$ cat config.mk
export PLATFORM = sky130hd
export DESIGN_NAME = hamming_frame_sequencer_flat
export DESIGN_NICKNAME = d
export VERILOG_FILES = /design/src/rtl/hamming_frame_sequencer_pkg.sv /design/src/rtl/hamming_frame_sequencer_if.sv /design/src/rtl/hamming_frame_sequencer_rr_arbiter.sv /design/src/rtl/hamming_frame_sequencer.sv /design/src/flat_wrapper.sv
export SDC_FILE = /design/constraint.sdc
export NUM_CORES = 1
export LEC_CHECK = 0
export CAP_MARGIN = 25
export CORE_ASPECT_RATIO = 1.4
export CORE_MARGIN = 2
export CORE_UTILIZATION = 51
export DETAILED_ROUTE_END_ITERATION = 8
export PLACE_DENSITY = 0.83
export SYNTH_ARGS = -nofsm -noshare
export SYNTH_HDL_FRONTEND = slang
export SYNTH_SLANG_ARGS = --single-unit
export TNS_END_PERCENT = 10
$ cat constraint.sdc
create_clock -name clk -period 4.51 [get_ports clk]
set_input_delay 0.6765 -clock clk [delete_from_list [all_inputs] [get_ports clk]]
set_output_delay 0.6765 -clock clk [all_outputs]
set_load 0.05 [all_outputs]
$ cat src/rtl/hamming_frame_sequencer_pkg.sv
// Shared definitions for the Hamming frame sequencer.
// DATA_BITS : nibble width streamed into the serial coder.
// CW_BITS   : codeword width collected from the serial coder.
// hseq_state_t : sequencer FSM states, also exported for observation.
package hamming_pkg;

  localparam int DATA_BITS = 4;
  localparam int CW_BITS   = 7;

  typedef enum logic [1:0] {
    IDLE  = 2'd0,
    CLEAR = 2'd1,
    RUN   = 2'd2,
    DONE  = 2'd3
  } hseq_state_t;

endpackage

$ cat src/rtl/hamming_frame_sequencer_if.sv
// Bus bundle between the frame sequencer, its nibble sources, the codeword
// sink and the shared serial coder.
// Ports (all signals live in the interface):
//   req_valid/req_data/req_ready : per-requester nibble handshake
//   cw_valid/cw_data/cw_src/cw_ready : codeword result handshake
//   coder_reset/coder_enable/coder_in/coder_out : serial coder control/data
//   busy, fsm_state : sequencer status
// Handshake rule for both req_* and cw_*: a transfer happens on a rising
// clock edge where valid and ready are both high; the producer holds valid
// and its data stable until that edge, and ready may depend on valid.
// master = sequencer side, slave = environment side.
interface hamming_frame_sequencer_if #(
  parameter int NUM_REQ = 4
);
  import hamming_pkg::*;

  localparam int SW = (NUM_REQ > 1) ? $clog2(NUM_REQ) : 1;

  logic [NUM_REQ-1:0]           req_valid;
  logic [DATA_BITS*NUM_REQ-1:0] req_data;
  logic [NUM_REQ-1:0]           req_ready;
  logic                         cw_valid;
  logic [CW_BITS-1:0]           cw_data;
  logic [SW-1:0]                cw_src;
  logic                         cw_ready;
  logic                         coder_reset;
  logic                         coder_enable;
  logic                         coder_in;
  logic                         coder_out;
  logic                         busy;
  hseq_state_t                  fsm_state;

  modport master (
    input  req_valid, req_data, cw_ready, coder_out,
    output req_ready, cw_valid, cw_data, cw_src,
           coder_reset, coder_enable, coder_in, busy, fsm_state
  );

  modport slave (
    output req_valid, req_data, cw_ready, coder_out,
    input  req_ready, cw_valid, cw_data, cw_src,
           coder_reset, coder_enable, coder_in, busy, fsm_state
  );

endinterface

$ cat src/rtl/hamming_frame_sequencer_rr_arbiter.sv
// Round-robin arbiter with an internal last-grant pointer.
// Ports:
//   clk, reset_n : clock, synchronous active-low reset (pointer -> N-1)
//   req          : request vector
//   update       : load pointer with grant_idx (pulse when grant is taken)
//   grant        : one-hot grant, first request after the pointer
//   grant_idx    : binary index of the granted request
module rr_arbiter #(
  parameter  int N  = 4,
  localparam int IW = (N > 1) ? $clog2(N) : 1
) (
  input  logic          clk,
  input  logic          reset_n,
  input  logic [N-1:0]  req,
  input  logic          update,
  output logic [N-1:0]  grant,
  output logic [IW-1:0] grant_idx
);

  logic [IW-1:0] ptr;

  // Pointer starts at N-1 so requester 0 has priority after reset.
  always_ff @(posedge clk) begin
    if (!reset_n) begin
      ptr <= IW'(N - 1);
    end else if (update) begin
      ptr <= grant_idx;
    end
  end

  // Scan ptr+1 .. ptr+N; the first active request wins.
  always_comb begin
    int idx;
    idx       = 0;
    grant     = '0;
    grant_idx = '0;
    for (int k = 1; k <= N; k++) begin
      idx = (int'(ptr) + k) % N;
      if (req[IW'(idx)] && (grant == '0)) begin
        grant[IW'(idx)] = 1'b1;
        grant_idx       = IW'(idx);
      end
    end
  end

endmodule

$ cat src/rtl/hamming_frame_sequencer.sv
// Shares one bit-serial Hamming [7,4] coder among NUM_REQ nibble producers.
// Each granted nibble is framed as: one clear cycle, RUN_CYCLES enabled
// cycles streaming the nibble LSB-first (then zeros), capturing 7 coder
// output bits starting at run index CAPTURE_START, then the codeword is
// offered on the cw_* port until accepted.
// Ports:
//   clk     : clock, rising edge
//   reset_n : synchronous active-low reset; drops any frame in flight
//   bus     : hamming_frame_sequencer_if.master (request, codeword, coder,
//             busy and fsm_state signals)
module hamming_frame_sequencer
  import hamming_pkg::*;
#(
  parameter int NUM_REQ       = 4,
  parameter int RUN_CYCLES    = 11,
  parameter int CAPTURE_START = 4
) (
  input  logic                        clk,
  input  logic                        reset_n,
  hamming_frame_sequencer_if.master   bus
);

  localparam int SW  = (NUM_REQ > 1) ? $clog2(NUM_REQ) : 1;
  localparam int JW  = $clog2(RUN_CYCLES + 1);
  localparam int DIW = $clog2(DATA_BITS);
  localparam int CIW = $clog2(CW_BITS);

  hseq_state_t          state, state_next;
  logic [JW-1:0]        run_idx;
  logic [DATA_BITS-1:0] nibble, sel_nibble;
  logic [NUM_REQ-1:0]   grant;
  logic [SW-1:0]        grant_idx;
  logic                 handshake;
  logic                 reset_seen;
  logic                 capture;
  logic [CIW-1:0]       cap_idx;
  logic [CW_BITS-1:0]   cw_data;
  logic [SW-1:0]        cw_src;

  rr_arbiter #(.N(NUM_REQ)) u_arb (
    .clk       (clk),
    .reset_n   (reset_n),
    .req       (bus.req_valid),
    .update    (handshake),
    .grant     (grant),
    .grant_idx (grant_idx)
  );

  // Grants are only offered in IDLE and never while reset is asserted.
  assign handshake = (state == IDLE) && reset_n && (|grant);

  always_comb begin
    sel_nibble = '0;
    for (int i = 0; i < NUM_REQ; i++) begin
      if (grant[i]) sel_nibble = bus.req_data[DATA_BITS*i +: DATA_BITS];
    end
  end

  always_ff @(posedge clk) begin
    if (!reset_n) state <= IDLE;
    else          state <= state_next;
  end

  always_comb begin
    state_next = state;
    case (state)
      IDLE:    if (handshake) state_next = CLEAR;
      CLEAR:   state_next = RUN;
      RUN:     if (run_idx == JW'(RUN_CYCLES - 1)) state_next = DONE;
      DONE:    if (bus.cw_ready) state_next = IDLE;
      default: state_next = IDLE;
    endcase
  end

  // Run index j: bit j of the capture window lands in cw_data[j-CAPTURE_START].
  assign capture = (state == RUN) &&
                   (run_idx >= JW'(CAPTURE_START)) &&
                   (run_idx <  JW'(CAPTURE_START + CW_BITS));
  assign cap_idx = CIW'(run_idx - JW'(CAPTURE_START));

  always_ff @(posedge clk) begin
    if (!reset_n) begin
      run_idx    <= '0;
      nibble     <= '0;
      cw_src     <= '0;
      cw_data    <= '0;
      reset_seen <= 1'b1;
    end else begin
      reset_seen <= 1'b0;
      if (handshake) begin
        nibble <= sel_nibble;
        cw_src <= grant_idx;
      end
      if (state == RUN) run_idx <= run_idx + 1'b1;
      else              run_idx <= '0;
      if (capture) cw_data[cap_idx] <= bus.coder_out;
    end
  end

  assign bus.req_ready    = handshake ? grant : '0;
  assign bus.cw_valid     = (state == DONE);
  assign bus.cw_data      = cw_data;
  assign bus.cw_src       = cw_src;
  // Coder is held clear in the cycle after reset as well as in CLEAR.
  assign bus.coder_reset  = (state == CLEAR) || reset_seen;
  assign bus.coder_enable = (state == RUN);
  assign bus.coder_in     = ((state == RUN) && (run_idx < JW'(DATA_BITS))) ?
                            nibble[run_idx[DIW-1:0]] : 1'b0;
  assign bus.busy         = (state != IDLE);
  assign bus.fsm_state    = state;

endmodule

$ cat src/flat_wrapper.sv
// flat-port wrapper written by rule: the top's interface ports become plain ports
module hamming_frame_sequencer_flat import hamming_pkg::*;
#(
  parameter int NUM_REQ       = 4,
  parameter int RUN_CYCLES    = 11,
  parameter int CAPTURE_START = 4
)
  (clk, reset_n, bus_req_valid, bus_req_data, bus_cw_ready, bus_coder_out, bus_req_ready, bus_cw_valid, bus_cw_data, bus_cw_src, bus_coder_reset, bus_coder_enable, bus_coder_in, bus_busy, bus_fsm_state);
  hamming_frame_sequencer_if #(.NUM_REQ(NUM_REQ)) bus_i ();
  input  logic clk;
  input  logic reset_n;
  input wire logic [$bits(bus_i.req_valid)-1:0] bus_req_valid;
  input wire logic [$bits(bus_i.req_data)-1:0] bus_req_data;
  input wire logic [$bits(bus_i.cw_ready)-1:0] bus_cw_ready;
  input wire logic [$bits(bus_i.coder_out)-1:0] bus_coder_out;
  output wire logic [$bits(bus_i.req_ready)-1:0] bus_req_ready;
  output wire logic [$bits(bus_i.cw_valid)-1:0] bus_cw_valid;
  output wire logic [$bits(bus_i.cw_data)-1:0] bus_cw_data;
  output wire logic [$bits(bus_i.cw_src)-1:0] bus_cw_src;
  output wire logic [$bits(bus_i.coder_reset)-1:0] bus_coder_reset;
  output wire logic [$bits(bus_i.coder_enable)-1:0] bus_coder_enable;
  output wire logic [$bits(bus_i.coder_in)-1:0] bus_coder_in;
  output wire logic [$bits(bus_i.busy)-1:0] bus_busy;
  output wire logic [$bits(bus_i.fsm_state)-1:0] bus_fsm_state;
  assign bus_i.req_valid = bus_req_valid;
  assign bus_i.req_data = bus_req_data;
  assign bus_i.cw_ready = bus_cw_ready;
  assign bus_i.coder_out = bus_coder_out;
  assign bus_req_ready = bus_i.req_ready;
  assign bus_cw_valid = bus_i.cw_valid;
  assign bus_cw_data = bus_i.cw_data;
  assign bus_cw_src = bus_i.cw_src;
  assign bus_coder_reset = bus_i.coder_reset;
  assign bus_coder_enable = bus_i.coder_enable;
  assign bus_coder_in = bus_i.coder_in;
  assign bus_busy = bus_i.busy;
  assign bus_fsm_state = bus_i.fsm_state;
  hamming_frame_sequencer #(.NUM_REQ(NUM_REQ), .RUN_CYCLES(RUN_CYCLES), .CAPTURE_START(CAPTURE_START)) u_core (.clk(clk), .reset_n(reset_n), .bus(bus_i));
endmodule
Word-level counts from Yosys, hierarchy flattened. Cells that the tools add are included.

Word-level logic and storage cells: 103. Latch bits: 0. Flip-flop bits (word level): 22. Memory bits (read-only): 0. Memory bits (writable): 0. Input bits: 24. Memories kept: 0.

Shift-type cells: 0. $mul: 0. Bitwise gates (word level): 3. Multiplexer cells: 44. Divide/modulo/power cells: 0. Order comparisons: 14. Eq/ne operators: 7. Add/sub/neg operators: 6. Reductions and logical operators: 22.

Operator list (number): two-way mux 4 bit (9); < comparator 2 x 4 -> 1 bit, second input constant (4); two-way mux 1 bit (16); two-way mux 2 bit (7); logical AND 1 bit (13); zero test 4 bit (3); bitwise OR 4 bit (3); binary-select mux 1 bit (select 2 bit) (5); demux 1 bit (select 2 bit) (4); greater-or-equal comparator 2 x 1 -> 1 bit, second input constant (4); case mux 2 bit (4 select lines) (1); bitwise mux 7 bit (1); adder 2 x 1 -> 2 bit, second input constant (2); adder 2 bit, second input constant (2); adder 4 x 1 -> 4 bit, second input constant (1); == test 2 bit, second input constant (2); == test 4 bit, second input constant (1); greater-or-equal comparator 4 x 3 -> 1 bit, second input constant (1); < comparator 3 x 4 -> 1 bit, second input constant (1); < comparator 4 x 3 -> 1 bit, second input constant (1); < comparator 4 bit, second input constant (1); != test 2 x 1 -> 1 bit, second input constant (2); OR reduction 4 bit (1); demux 1 bit (select 3 bit) (1); other kinds (10) (10).

Depth between registers and ports, before layout.
Word-level depth: 19. Mapped depth: 14. Gate-level depth less buffers: 10.

Modules after synthesis. From an unflattened synthesis, not the netlist that was laid out.

Cells, all modules: 202. Area, all modules: 1804.2 um^2.

By module, submodules not included: hamming_frame_sequencer (cells each 120, area an instance 1094.8 um^2, times used 1, seq. area each 400.4 um^2); rr_arbiter (cells each 82, area an instance 709.4 um^2, times used 1, seq. area each 40.0 um^2).

Least setup slack after synthesis. No wires, ideal clock.

Path type: flip-flop to output port. Start point: register u_core.u_arb.ptr[0]. End point: output bus_req_ready[3]. Setup slack: 525 ps. Cell stages (with the launch flop): 13. Data arrival time: 3309 ps. Path buffers: 3. Required time: 3833 ps. Cells stage by stage: dfxtp_1 -> buf_4 -> inv_1 -> ha_1 -> buf_2 -> mux2i_1 -> o22a_1 -> buf_2 -> o2111ai_1 -> a21o_1 -> o31ai_1 -> inv_1 -> nor2_1.

Cells in the longest elaborated chain, start to end: 18.

Ends and longest elaborated chain: start: declaration (line hamming_frame_sequencer_rr_arbiter.sv:20) `logic [IW-1:0] ptr;`; start signal: assignment (line hamming_frame_sequencer_rr_arbiter.sv:25) `ptr <= IW'(N - 1);`; start signal: assignment (line hamming_frame_sequencer_rr_arbiter.sv:27) `ptr <= grant_idx;`; adder 2 x 1 -> 2 bit (line hamming_frame_sequencer_rr_arbiter.sv:38) `idx = (int'(ptr) + k) % N;`; < comparator 2 x 4 -> 1 bit (not written as such) / greater-or-equal comparator 2 x 1 -> 1 bit (equally long branches) (line hamming_frame_sequencer_rr_arbiter.sv:40) `grant[IW'(idx)] = 1'b1;`; logical AND 1 bit (not written as such) (line hamming_frame_sequencer_rr_arbiter.sv:40); two-way mux 1 bit (not written as such) (line hamming_frame_sequencer_rr_arbiter.sv:40); demux 1 bit (select 2 bit) (line hamming_frame_sequencer_rr_arbiter.sv:40); two-way mux 4 bit (line hamming_frame_sequencer_rr_arbiter.sv:39) `if (req[IW'(idx)] && (grant == '0)) begin`; zero test 4 bit (line hamming_frame_sequencer_rr_arbiter.sv:39); logical AND 1 bit (line hamming_frame_sequencer_rr_arbiter.sv:39); [2 not listed]; logical AND 1 bit (line hamming_frame_sequencer_rr_arbiter.sv:39); two-way mux 4 bit (line hamming_frame_sequencer_rr_arbiter.sv:39); zero test 4 bit (line hamming_frame_sequencer_rr_arbiter.sv:39); logical AND 1 bit (line hamming_frame_sequencer_rr_arbiter.sv:39); two-way mux 4 bit * (line hamming_frame_sequencer_rr_arbiter.sv:39); OR reduction 4 bit (line hamming_frame_sequencer.sv:50) `assign handshake = (state == IDLE) && reset_n && (|grant);`; logical AND 1 bit (line hamming_frame_sequencer.sv:50); two-way mux 4 bit * (line hamming_frame_sequencer.sv:100) `assign bus.req_ready = handshake ? grant : '0;`; end: declaration (line flat_wrapper.sv:16) `output wire logic [$bits(bus_i.req_ready)-1:0] bus_req_ready;`.

Every way passes the cells marked *; elsewhere a longest branch is shown, timed or not. The select of a mux whose other input is x is not followed.

Worst setup path in the final report.
Start point: register u_core.u_arb.ptr[1]. End point: output bus_req_ready[3].

The elaborated chain is that of the path after synthesis.

==> out/results.txt <==
Status -> complete, no violations
Input/output buffers -> 43
Area Growth Syn to Fin -> 28.7%
TritonCTS Sinks -> 22
Tmin final -> 4160 ps
Synth cell types -> 54
Synth Area in XOR/XNOR -> 0.00904
Complex-gate fraction of the synthesized area -> 0.259
#FFs+latches synth -> 22
Cts hold-fix bufs -> 0
CTS tree -> built
Place WS -> 430 ps
Area of the multi-input gates -> 1380 um^2
First-pass GRT wire length -> 8.08 mm
Share of flip-flops with an asynchronous set or reset -> 0
Total die area -> 4320 um^2
Synth top area cells -> dfxtp_1 (23%), ha_1 (9.7%), mux2i_1 (7.2%)
FF/Latch Area -> 440 um^2
DIE HEIGHT -> 76.9 um
Met1 WL -> 1.91 mm
DR WL met2 -> 2.44 mm
Placed Instances -> 305
Fin. max-slew vios -> 0
Post_cts resized -> 0
Ys Warns -> 0
Syn Nets -> 264
Min-Delay Path Class -> reg -> reg
CP required -> 3830 ps
Maximum VDD drop -> 0.611 mV
Vias in the first global route -> 1,775
Starting density of the core -> 0.532
DRT iter0 DRCs -> 63
DR pass1 iterations -> 4
Drc violations -> 0
Ports -> 44
Most frequent cells in the layout -> clkdlybuf4s50_1 (39), nor2_1 (27), dfxtp_1 (22)
Leakage power -> 0.963 nW
Worst Tran Pin Value -> 574 ps
Final Wtd Congestion -> 0.872
Later-pin clock latency in the skew report -> 260 ps
Class of the most critical setup path -> reg -> out
CTS H-tree depth -> 1
Crit path capture type -> primary output
Fin Clk Skew -> 4.71 ps
Final instance area -> 2490 um^2
GRT overflow -> 0
Largest net degree at the start of global routing -> 17
Utilization after layout -> 0.684
Hold Violations, Final -> 0
Layout Nets -> 307
Synth Area per Inst -> 8.61 um^2
Vias per cell -> 6.01
Setup bufs post-CTS -> 0
Max Cap Viol -> 0
Top Layer Used -> met4
Post-route setup TNS -> 0 ps
GRT Overall Usage -> 0.226
HPWL Detailed -> 3.70 mm
Final antenna-violating net count -> 0
DR WL met3 -> 212 um
Largest family of logic cells by synthesized area -> compound AO/OA/AOI/OAI gates
Filler instances -> 316
Final WS setup -> 347 ps
Adder-cell share of the synthesized area -> 0.0968
Post-synth design cell area -> 1940 um^2
Startpoint types -> register
Post-Syn Instances -> 225
Final setup violation count -> 0
Final period util -> 0.923
CP Max Fanout -> 11
Drt total wl -> 4.68 mm
Num CTS Buffers -> 3
Commonest non-fill, non-tap cell in the layout -> clkdlybuf4s50_1
CTS Root Cell -> clkbuf_8
Std cell rows -> 26
Ys flop type -> dfxtp_1
CTS Buffer Depth -> 2
Fin cells -> 309
WP data arrival -> 3490 ps
RSZ-0062 raised after global routing -> no
Area after DPL -> 2420 um^2
Total core area -> 3640 um^2
Sequential-to-total area share from yosys stat -> 0.227
Initial antenna violation count -> 0
Worst-path clk slew -> 80 ps
Die W -> 56.1 um
Number of synthesized flops with an enable pin -> 0
Synth Area in Simple Gates -> 0.212
PwrDens -> 625 nW/um^2
Routed len/inst -> 15.2 um
Post-synthesis mux area share -> 0.136
Maximum clock frequency -> 0.240 GHz
Via Count -> 1,857
Share of layout cells above drive strength 1 -> 0.135
Rel. slew slack -> 0.614
Post-synth top area share -> 0.227
# diodes -> 0
Cell accounting for the most synthesized area -> dfxtp_1
-- worst max-delay path, stage by stage (launching register included) --
cell and delay [ps]:
dfxtp_1 330, inv_1 140, ha_1 560, mux2i_1 360
o22a_1 390, o2111ai_1 230, a21o_1 210, o31ai_1 480
inv_1 150, nor2_1 200, buf_12 160
-- flip-flops by register name, indices dropped and copies added (netlist names) --
name and count:
u_core.bus.cw_data 7, u_core.bus.cw_src 2, u_core.bus.fsm_state 2, u_core.nibble 4, u_core.reset_seen 1, u_core.run_idx 4
u_core.u_arb.ptr 2
-- cell families (layout without fill, tap and decap cells) --
logic type	count (synthesis)	count (layout)
muxes	20	20
DFF	22	22
xor gates and xnor gates	2	2
and+or+nand+nor	80	80
AOI/OAI and AO/OA	59	59
adders and majority gates	15	15
buffers and inverters	27	69
-- power breakdown --
group	leakage, nW	switching (mW)	internal (mW)
registers	0.179	0.0237	0.234
clock network	0.0357	0.0632	0.119
logic	0.748	0.691	0.428
total	0.963	0.778	0.781
-- metal layers --
layer,global-route usage,vias to the layer above
met4,0.0667,0
met3,0.0405,11
met5,0,-
met2,0.413,59
met1,0.264,880
li1,-,907
-- cell type report --
class | instances | area share
Clock inverter | 1 | 0.0120
Clock buffer | 3 | 0.0166
Timing Repair Buffer | 48 | 0.194
Multi-Input combinational cell | 176 | 0.554
Inverter | 17 | 0.0256
Sequential cell | 22 | 0.177
Tap cell | 42 | 0.0211
-- worst paths after layout --
kind	startpoint	depth (start not counted)	to	slack, ps
worst max-delay path	u_core.u_arb.ptr[1]	10	bus_req_ready[3]	350
worst min-delay path	u_core.bus.cw_data[6]	2	u_core.bus.cw_data[6]	460
worst max register to register	u_core.u_arb.ptr[1]	11	u_core.bus.cw_src[1]	890
worst min register to register	u_core.bus.cw_data[6]	2	u_core.bus.cw_data[6]	460
-- through the flow --
step | hold slack [ps] | total power [mW]
2_1_floorplan | 456 | 1.12
3_5_place_dp | 455 | 1.37
5_1_grt | 494 | 1.67
3_3_place_gp | 445 | 1.36
4_1_cts | 466 | 1.56
6_report | 460 | 1.56
-- synthesized netlist by cell type (all sizes together), types with 3 or more instances --
cell type / instances
nand3: 8
nand2: 19
buf: 5
ha: 15
a31oi: 7
o21ai: 15
nor2: 27
dfxtp: 22
nor3b: 4
nand4: 4
o211ai: 3
a21oi: 6
nand2b: 3
mux2i: 14
o31ai: 3
clkbuf: 5
o21a: 3
mux4: 5
inv: 17
o221ai: 5
No activity file was read; power rests on OpenSTA's default activity.
